[config.mk]
export PLATFORM = sky130hd
export DESIGN_NAME = vram_arbiter
export DESIGN_NICKNAME = d
export VERILOG_FILES = /design/src/rtl/vram_arbiter_pkg.sv /design/src/rtl/vram_arbiter_tile_ram.sv /design/src/rtl/vram_arbiter.sv
export SDC_FILE = /design/constraint.sdc
export NUM_CORES = 2
export LEC_CHECK = 0
export CAP_MARGIN = 20
export CORE_AREA = 2 2 582 584
export DETAILED_ROUTE_END_ITERATION = 16
export DIE_AREA = 0 0 584 586
export PLACE_DENSITY = 0.55
export REMOVE_ABC_BUFFERS = 1
export SYNTH_ARGS = -nofsm -noshare
export SYNTH_HDL_FRONTEND = slang
export SYNTH_SLANG_ARGS = --single-unit
[constraint.sdc]
create_clock -name clk -period 58.6 [get_ports clk]
set_clock_uncertainty 0.2 [all_clocks]
set_input_delay 5.86 -clock clk [delete_from_list [all_inputs] [get_ports clk]]
set_output_delay 5.86 -clock clk [all_outputs]
set_load 0.05 [all_outputs]
[src/rtl/vram_arbiter_pkg.sv]
// Shared definitions for the snake-game tile memory arbiter.
//   - grid geometry and visible-area limits
//   - 2-bit tile codes
//   - arbiter FSM state and write-buffer entry types
//   - tile_addr(): ty*40 + tx using shifts and adds only
package vram_arbiter_pkg;

  localparam int GRID_W     = 40;
  localparam int GRID_H     = 30;
  localparam int TILE_SHIFT = 4;
  localparam int H_VIS      = 640;
  localparam int V_VIS      = 480;
  localparam int NUM_TILES  = GRID_W * GRID_H;
  localparam int ADDR_W     = 11;

  localparam logic [1:0] TILE_EMPTY = 2'd0;
  localparam logic [1:0] TILE_SNAKE = 2'd1;
  localparam logic [1:0] TILE_FOOD  = 2'd2;
  localparam logic [1:0] TILE_WALL  = 2'd3;

  typedef enum logic {
    IDLE  = 1'b0,
    CLEAR = 1'b1
  } arb_state_e;

  typedef struct packed {
    logic [ADDR_W-1:0] addr;
    logic [1:0]        code;
  } wr_ent_t;

  // ty*40 + tx == ty*32 + ty*8 + tx
  function automatic logic [ADDR_W-1:0] tile_addr(input logic [4:0] ty,
                                                  input logic [5:0] tx);
    return {1'b0, ty, 5'b0} + {3'b0, ty, 3'b0} + {5'b0, tx};
  endfunction

endpackage

[src/rtl/vram_arbiter_tile_ram.sv]
// 1200 x 2-bit single-port synchronous tile RAM.
//   clk      : clock
//   re_i     : read enable, rdata_o updates on the next edge
//   we_i     : write enable
//   addr_i   : tile address (0..1199)
//   wdata_i  : tile code to write
//   rdata_o  : registered read data
module vram_arbiter_tile_ram
  import vram_arbiter_pkg::*;
(
  input  logic              clk,
  input  logic              re_i,
  input  logic              we_i,
  input  logic [ADDR_W-1:0] addr_i,
  input  logic [1:0]        wdata_i,
  output logic [1:0]        rdata_o
);

  logic [1:0] mem_q [NUM_TILES];
  logic [1:0] rdata_q;

  always_ff @(posedge clk) begin
    if (we_i) mem_q[addr_i] <= wdata_i;
    if (re_i) rdata_q <= mem_q[addr_i];
  end

  assign rdata_o = rdata_q;

endmodule

[src/rtl/vram_arbiter.sv]
// Tile memory owner for the snake game: arbitrates one single-port tile RAM
// between the VGA scan-out reader (always first) and the game logic
// (single writes and full-grid clears, which only use blanking cycles).
// Each stored 2-bit code is mapped to a 12-bit RGB word on Din.
//   clk, rst          : clock, synchronous active-high reset
//   row, col, rdn     : VGA pixel position and active-low read strobe
//   Din               : RGB to VGA, 2 cycles after the read strobe
//   wr_valid/wr_ready : game write handshake, wr_x/wr_y/wr_code payload
//   clr_req, clr_code : one-cycle request to fill the grid with clr_code
//   busy              : clear running or write buffer occupied
module vram_arbiter #(
  parameter int          GRID_W    = 40,
  parameter int          GRID_H    = 30,
  parameter logic [11:0] COL_BG    = 12'h000,
  parameter logic [11:0] COL_SNAKE = 12'h0F0,
  parameter logic [11:0] COL_FOOD  = 12'hF00,
  parameter logic [11:0] COL_WALL  = 12'h888
) (
  input  logic        clk,
  input  logic        rst,
  input  logic [8:0]  row,
  input  logic [9:0]  col,
  input  logic        rdn,
  output logic [11:0] Din,
  input  logic        wr_valid,
  output logic        wr_ready,
  input  logic [5:0]  wr_x,
  input  logic [4:0]  wr_y,
  input  logic [1:0]  wr_code,
  input  logic        clr_req,
  input  logic [1:0]  clr_code,
  output logic        busy
);
  import vram_arbiter_pkg::*;

  localparam logic [ADDR_W-1:0] LAST_ADDR = ADDR_W'(NUM_TILES - 1);

  arb_state_e        state_q, state_d;
  logic [ADDR_W-1:0] clr_cnt_q, clr_cnt_d;
  logic [1:0]        clr_code_q, clr_code_d;
  logic              buf_full_q, buf_full_d;
  wr_ent_t           buf_q, buf_d;
  logic              rd_vld_q;
  logic [11:0]       din_q;

  logic              rd_en;
  logic              wr_in_range;
  logic [ADDR_W-1:0] rd_addr;
  logic              ram_we;
  logic [ADDR_W-1:0] ram_addr;
  logic [1:0]        ram_wdata;
  logic [1:0]        ram_rdata;

  function automatic logic [11:0] palette(input logic [1:0] code);
    case (code)
      TILE_EMPTY: return COL_BG;
      TILE_SNAKE: return COL_SNAKE;
      TILE_FOOD:  return COL_FOOD;
      default:    return COL_WALL;
    endcase
  endfunction

  assign rd_en       = ~rdn & (row < 9'(V_VIS)) & (col < 10'(H_VIS));
  assign rd_addr     = tile_addr(row[8:4], col[9:4]);
  assign wr_in_range = (wr_x < 6'(GRID_W)) & (wr_y < 5'(GRID_H));

  assign wr_ready = ~rst & ~buf_full_q & (state_q == IDLE) & ~clr_req;
  assign busy     = (state_q == CLEAR) | buf_full_q;
  assign Din      = din_q;

  always_comb begin
    state_d    = state_q;
    clr_cnt_d  = clr_cnt_q;
    clr_code_d = clr_code_q;
    buf_full_d = buf_full_q;
    buf_d      = buf_q;
    ram_we     = 1'b0;
    ram_addr   = rd_addr;
    ram_wdata  = clr_code_q;

    // The buffer can only hold an entry left over from IDLE, so draining it
    // ahead of the clear guarantees it lands before the first clear write.
    if (rd_en) begin
      ram_addr = rd_addr;
    end else if (buf_full_q) begin
      ram_we     = 1'b1;
      ram_addr   = buf_q.addr;
      ram_wdata  = buf_q.code;
      buf_full_d = 1'b0;
    end else if (state_q == CLEAR) begin
      ram_we    = 1'b1;
      ram_addr  = clr_cnt_q;
      ram_wdata = clr_code_q;
      if (clr_cnt_q == LAST_ADDR) begin
        state_d   = IDLE;
        clr_cnt_d = '0;
      end else begin
        clr_cnt_d = clr_cnt_q + 1'b1;
      end
    end

    // Out-of-range writes complete the handshake but never fill the buffer.
    if (wr_valid & wr_ready & wr_in_range) begin
      buf_full_d = 1'b1;
      buf_d.addr = tile_addr(wr_y, wr_x);
      buf_d.code = wr_code;
    end

    if ((state_q == IDLE) & clr_req) begin
      state_d    = CLEAR;
      clr_cnt_d  = '0;
      clr_code_d = clr_code;
    end
  end

  always_ff @(posedge clk) begin
    if (rst) begin
      state_q    <= IDLE;
      clr_cnt_q  <= '0;
      clr_code_q <= TILE_EMPTY;
      buf_full_q <= 1'b0;
      buf_q      <= '0;
      rd_vld_q   <= 1'b0;
      din_q      <= 12'h000;
    end else begin
      state_q    <= state_d;
      clr_cnt_q  <= clr_cnt_d;
      clr_code_q <= clr_code_d;
      buf_full_q <= buf_full_d;
      buf_q      <= buf_d;
      rd_vld_q   <= rd_en;
      din_q      <= rd_vld_q ? palette(ram_rdata) : 12'h000;
    end
  end

  // A reset landing mid-clear must not write the next clear address.
  vram_arbiter_tile_ram u_tile_ram (
    .clk     (clk),
    .re_i    (rd_en),
    .we_i    (ram_we & ~rst),
    .addr_i  (ram_addr),
    .wdata_i (ram_wdata),
    .rdata_o (ram_rdata)
  );

endmodule
==> flow_metrics.env <==
export IMPL_drt_wl_total_um=327000
export IMPL_slew_viol_final=0
export IMPL_fillers=32600
export IMPL_critPathKind="input port to primary output"
export IMPL_area_delta_synth_final_pct=14.5
export IMPL_avgRoutedWirePerCell_um=26.7
export IMPL_synth_warnings=0
export IMPL_critPathCaptureType="primary output"
export IMPL_ff2ff_path_depth=14
export IMPL_drc_errors=0
export IMPL_cts_clk_slew_worst_paths_ns=0.06
export IMPL_setup_ws_ns=44.81
export IMPL_regArea_um2=72800
export IMPL_status="complete, no violations"
export IMPL_first_global_vias=64100
export IMPL_vias=65100
export IMPL_synth_edf_count=2402
export IMPL_fmax_ghz=0.0725
export IMPL_path_common_cell="clkdlybuf4s50_1"
export IMPL_synthArstFlopShare=0
export IMPL_drive_gt1_frac=0.0806
export IMPL_cpPeakStageDelay_ns=0.86
export IMPL_layout_nets=7743
export IMPL_fin_crit_ns=13.79
export IMPL_cts_sinks=2436
export IMPL_ys_ff_latch=2436
export IMPL_p_per_area_nw_per_um2=34.4
export IMPL_fp_dieH_um=586
export IMPL_grt_ovfl_total=0
export IMPL_cts_resized_gates=0
export IMPL_path_depth=3
export IMPL_dp_slack_ns=44.17
export IMPL_worstPathMaxFanout=3
export IMPL_cap_violations=0
export IMPL_hold_violations=0
export IMPL_worst_hold_path_endpoint="clr_code_q[0]$_SDFFE_PP0P_"
export IMPL_cts_root_buf="clkbuf_16"
export IMPL_clock_path_buffers=4
export IMPL_crit_family="buffers and inverters"
export IMPL_cts_setup_buffers=0
export IMPL_grt_pass1_wl_um=459000
export IMPL_ys_types=62
export IMPL_start_util=0.299
export IMPL_avgSynthCellArea_um2=12.9
export IMPL_rows=213
export IMPL_final_antenna_net_count=0
export IMPL_tns_ns=0
export IMPL_min_path_type="flop to flop"
export IMPL_crit_required_ns=52.54
export IMPL_synth_ff_type="edfxtp_1"
export IMPL_netlist_area_um2=100000
export IMPL_worst_pin_slew_ns=1.24
export IMPL_max_slew_margin=0.171
export IMPL_p_leak_uw=0.0376
export IMPL_cp_num_buf_inv=2
export IMPL_rsz0062_at_grt="false"
export IMPL_ff2ff_setup_slack_ns=50.33
export IMPL_clk_latency_ns=0.94
export IMPL_viasPerCell=5.30
export IMPL_core_area_um2=336000
export IMPL_min_from="clr_code_q[0]$_SDFFE_PP0P_"
export IMPL_drtIter0Drc=8030
export IMPL_cts_buffers=276
export IMPL_hpwl_um=178000
export IMPL_setup_viol=0
export IMPL_final_common_cell="edfxtp_1"
export IMPL_dr_pass1_iters=7
export IMPL_r2r_start="buf_full_q$_SDFFE_PP0P_"
export IMPL_multi_input_area_um2=25500
export IMPL_r2r_end="u_tile_ram.rdata_o[1]$_DFFE_PP_"
export IMPL_peakVddDrop_mv=0.0285
export IMPL_io_pin_count=53
export IMPL_antenna_found_initial=27
export IMPL_grt_use_total=0.186
export IMPL_final_cell_mix="edfxtp_1, nor2_1, nand2_1"
export IMPL_grt_max_degree=281
export IMPL_seq_area_frac_synth=0.726
export IMPL_critPathLaunchType="input port"
export IMPL_postSynthCellCount=7749
export IMPL_cp_arrival_ns=7.73
export IMPL_cts_hold_buf=0
export IMPL_dieArea_um2=342000
export IMPL_worstPathCellList="clkdlybuf4s50_1 > nor3_1 > clkdlybuf4s50_1"
export IMPL_port_buffers=41
export IMPL_finalCritPeriodShare=0.235
export IMPL_cts_max_level=5
export IMPL_hold_path_depth=2
export IMPL_routabilityCongestion=0.835
export IMPL_cts_tree="yes"
export IMPL_die_x_um=584
export IMPL_worst_path_max_delay_cell="clkdlybuf4s50_1"
-- per-stage QoR --
| stage | power [µW] | cell area (µm²) | utilization | cells | hold slack [ns] |
|---|---|---|---|---|---|
| after floorplan | 2480 | 97900 | - | 7155 | 0.216 |
| after global placement | 2360 | 106000 | 0.314 | 11800 | 0.277 |
| after detailed placement | 2360 | 106000 | 0.316 | 11800 | 0.312 |
| after CTS | 3960 | 114000 | 0.341 | 12300 | 0.319 |
| after global routing | 4060 | 115000 | 0.342 | 12300 | 0.337 |
| final | 3950 | 115000 | 0.342 | 12300 | 0.315 |
-- state kept, by name, indices dropped and copies added, names as in the netlist --
register and count:
Din 5, buf_full_q 1, buf_q 13, clr_cnt_q 11, clr_code_q 2, rd_vld_q 1
state_q 1, u_tile_ram.mem_q 2400, u_tile_ram.rdata_o 2
-- worst max path at each step --
stage	startpoint	endpoint	slack, ns
floorplan	col[8]	u_tile_ram.rdata_o[1]$_DFFE_PP_	21.44
global placement	col[7]	u_tile_ram.rdata_o[0]$_DFFE_PP_	44.07
detailed placement	col[7]	u_tile_ram.rdata_o[0]$_DFFE_PP_	44.17
CTS	clr_req	wr_ready	44.85
global route	col[7]	u_tile_ram.rdata_o[0]$_DFFE_PP_	44.80
finish	clr_req	wr_ready	44.81
-- synthesized netlist by cell type, types with 5 or more instances --
master / n / area [µm²]
edfxtp_1: 2402 / 72100
nor2_1: 1280 / 4800
nand2_1: 1214 / 4560
nand3_1: 770 / 3850
mux2i_1: 654 / 6550
clkbuf_1: 384 / 1440
o22ai_1: 315 / 1970
nand4_1: 106 / 663
buf_1: 97 / 364
buf_2: 96 / 480
nor4_1: 77 / 482
a21oi_1: 68 / 340
o21ai_0: 41 / 205
dfxtp_1: 34 / 681
ha_1: 19 / 238
buf_4: 16 / 120
and3_1: 13 / 81.3
a31oi_1: 11 / 68.8
nor2b_1: 10 / 62.6
o32ai_1: 10 / 87.6
or4_1: 9 / 67.6
a21o_1: 8 / 60.1
xnor2_1: 8 / 70.1
xor2_1: 8 / 70.1
a22oi_1: 7 / 52.6
a311oi_1: 7 / 61.3
inv_1: 6 / 22.5
nand3b_1: 6 / 45.0
a2111oi_0: 5 / 43.8
nor3_1: 5 / 25.0
o21a_1: 5 / 37.5
-- layout make-up --
cell class | count | share of cell area
diodes | 7 | 0.000152
clock buffers | 337 | 0.0627
clock inverters | 124 | 0.00890
inverters | 7 | 0.000229
multi-input cells | 4712 | 0.222
flip-flops and latches | 2436 | 0.634
well taps | 4407 | 0.0480
repair buffers | 248 | 0.0248
-- worst reg2reg max path: stages (launching register included) --
cell      delay, ns
dfxtp_1        0.74
inv_1          0.28
a31oi_2        0.75
a211o_4        0.63
buf_4          0.91
buf_4          0.80
buf_4          0.83
mux2i_1        0.29
o22ai_1        0.16
nor4_1         0.52
a21boi_0       0.34
a2111o_1       0.46
or4_1          0.53
a22oi_1        0.39
nand4_1        0.16
-- cells by family (layout without fill, tap and decap cells) --
family / after synthesis / after routing / share of synthesized area
buffers and inverters: 603 / 716 / 0.0246
and+or+nand+nor: 3510 / 3510 / 0.148
xor gates and xnor gates: 16 / 16 / 0.00140
adders and majority gates: 23 / 23 / 0.00317
DFF: 2436 / 2436 / 0.726
other: 1 / 10 / 0.0000374
AOI/OAI and AO/OA: 502 / 502 / 0.0314
muxes: 658 / 658 / 0.0660
-- layer usage --
metal  wire length (µm)  part of all wire  GRT usage  vias to the layer above
li1                   -                 -          -                    28200
met1             128000              0.39      0.240                    33200
met2             155000              0.47      0.305                     3068
met3              28000             0.086     0.0308                      621
met4              16400             0.050     0.0890                        0
met5                  0                 0          0                        -
-- power by group --
part,total [µW],switching [µW],internal [µW]
Sequential,1920,2.58,1920
Combinational,413,300,112
Clock,1610,677,936
No activity file was read; power rests on OpenSTA's default activity.
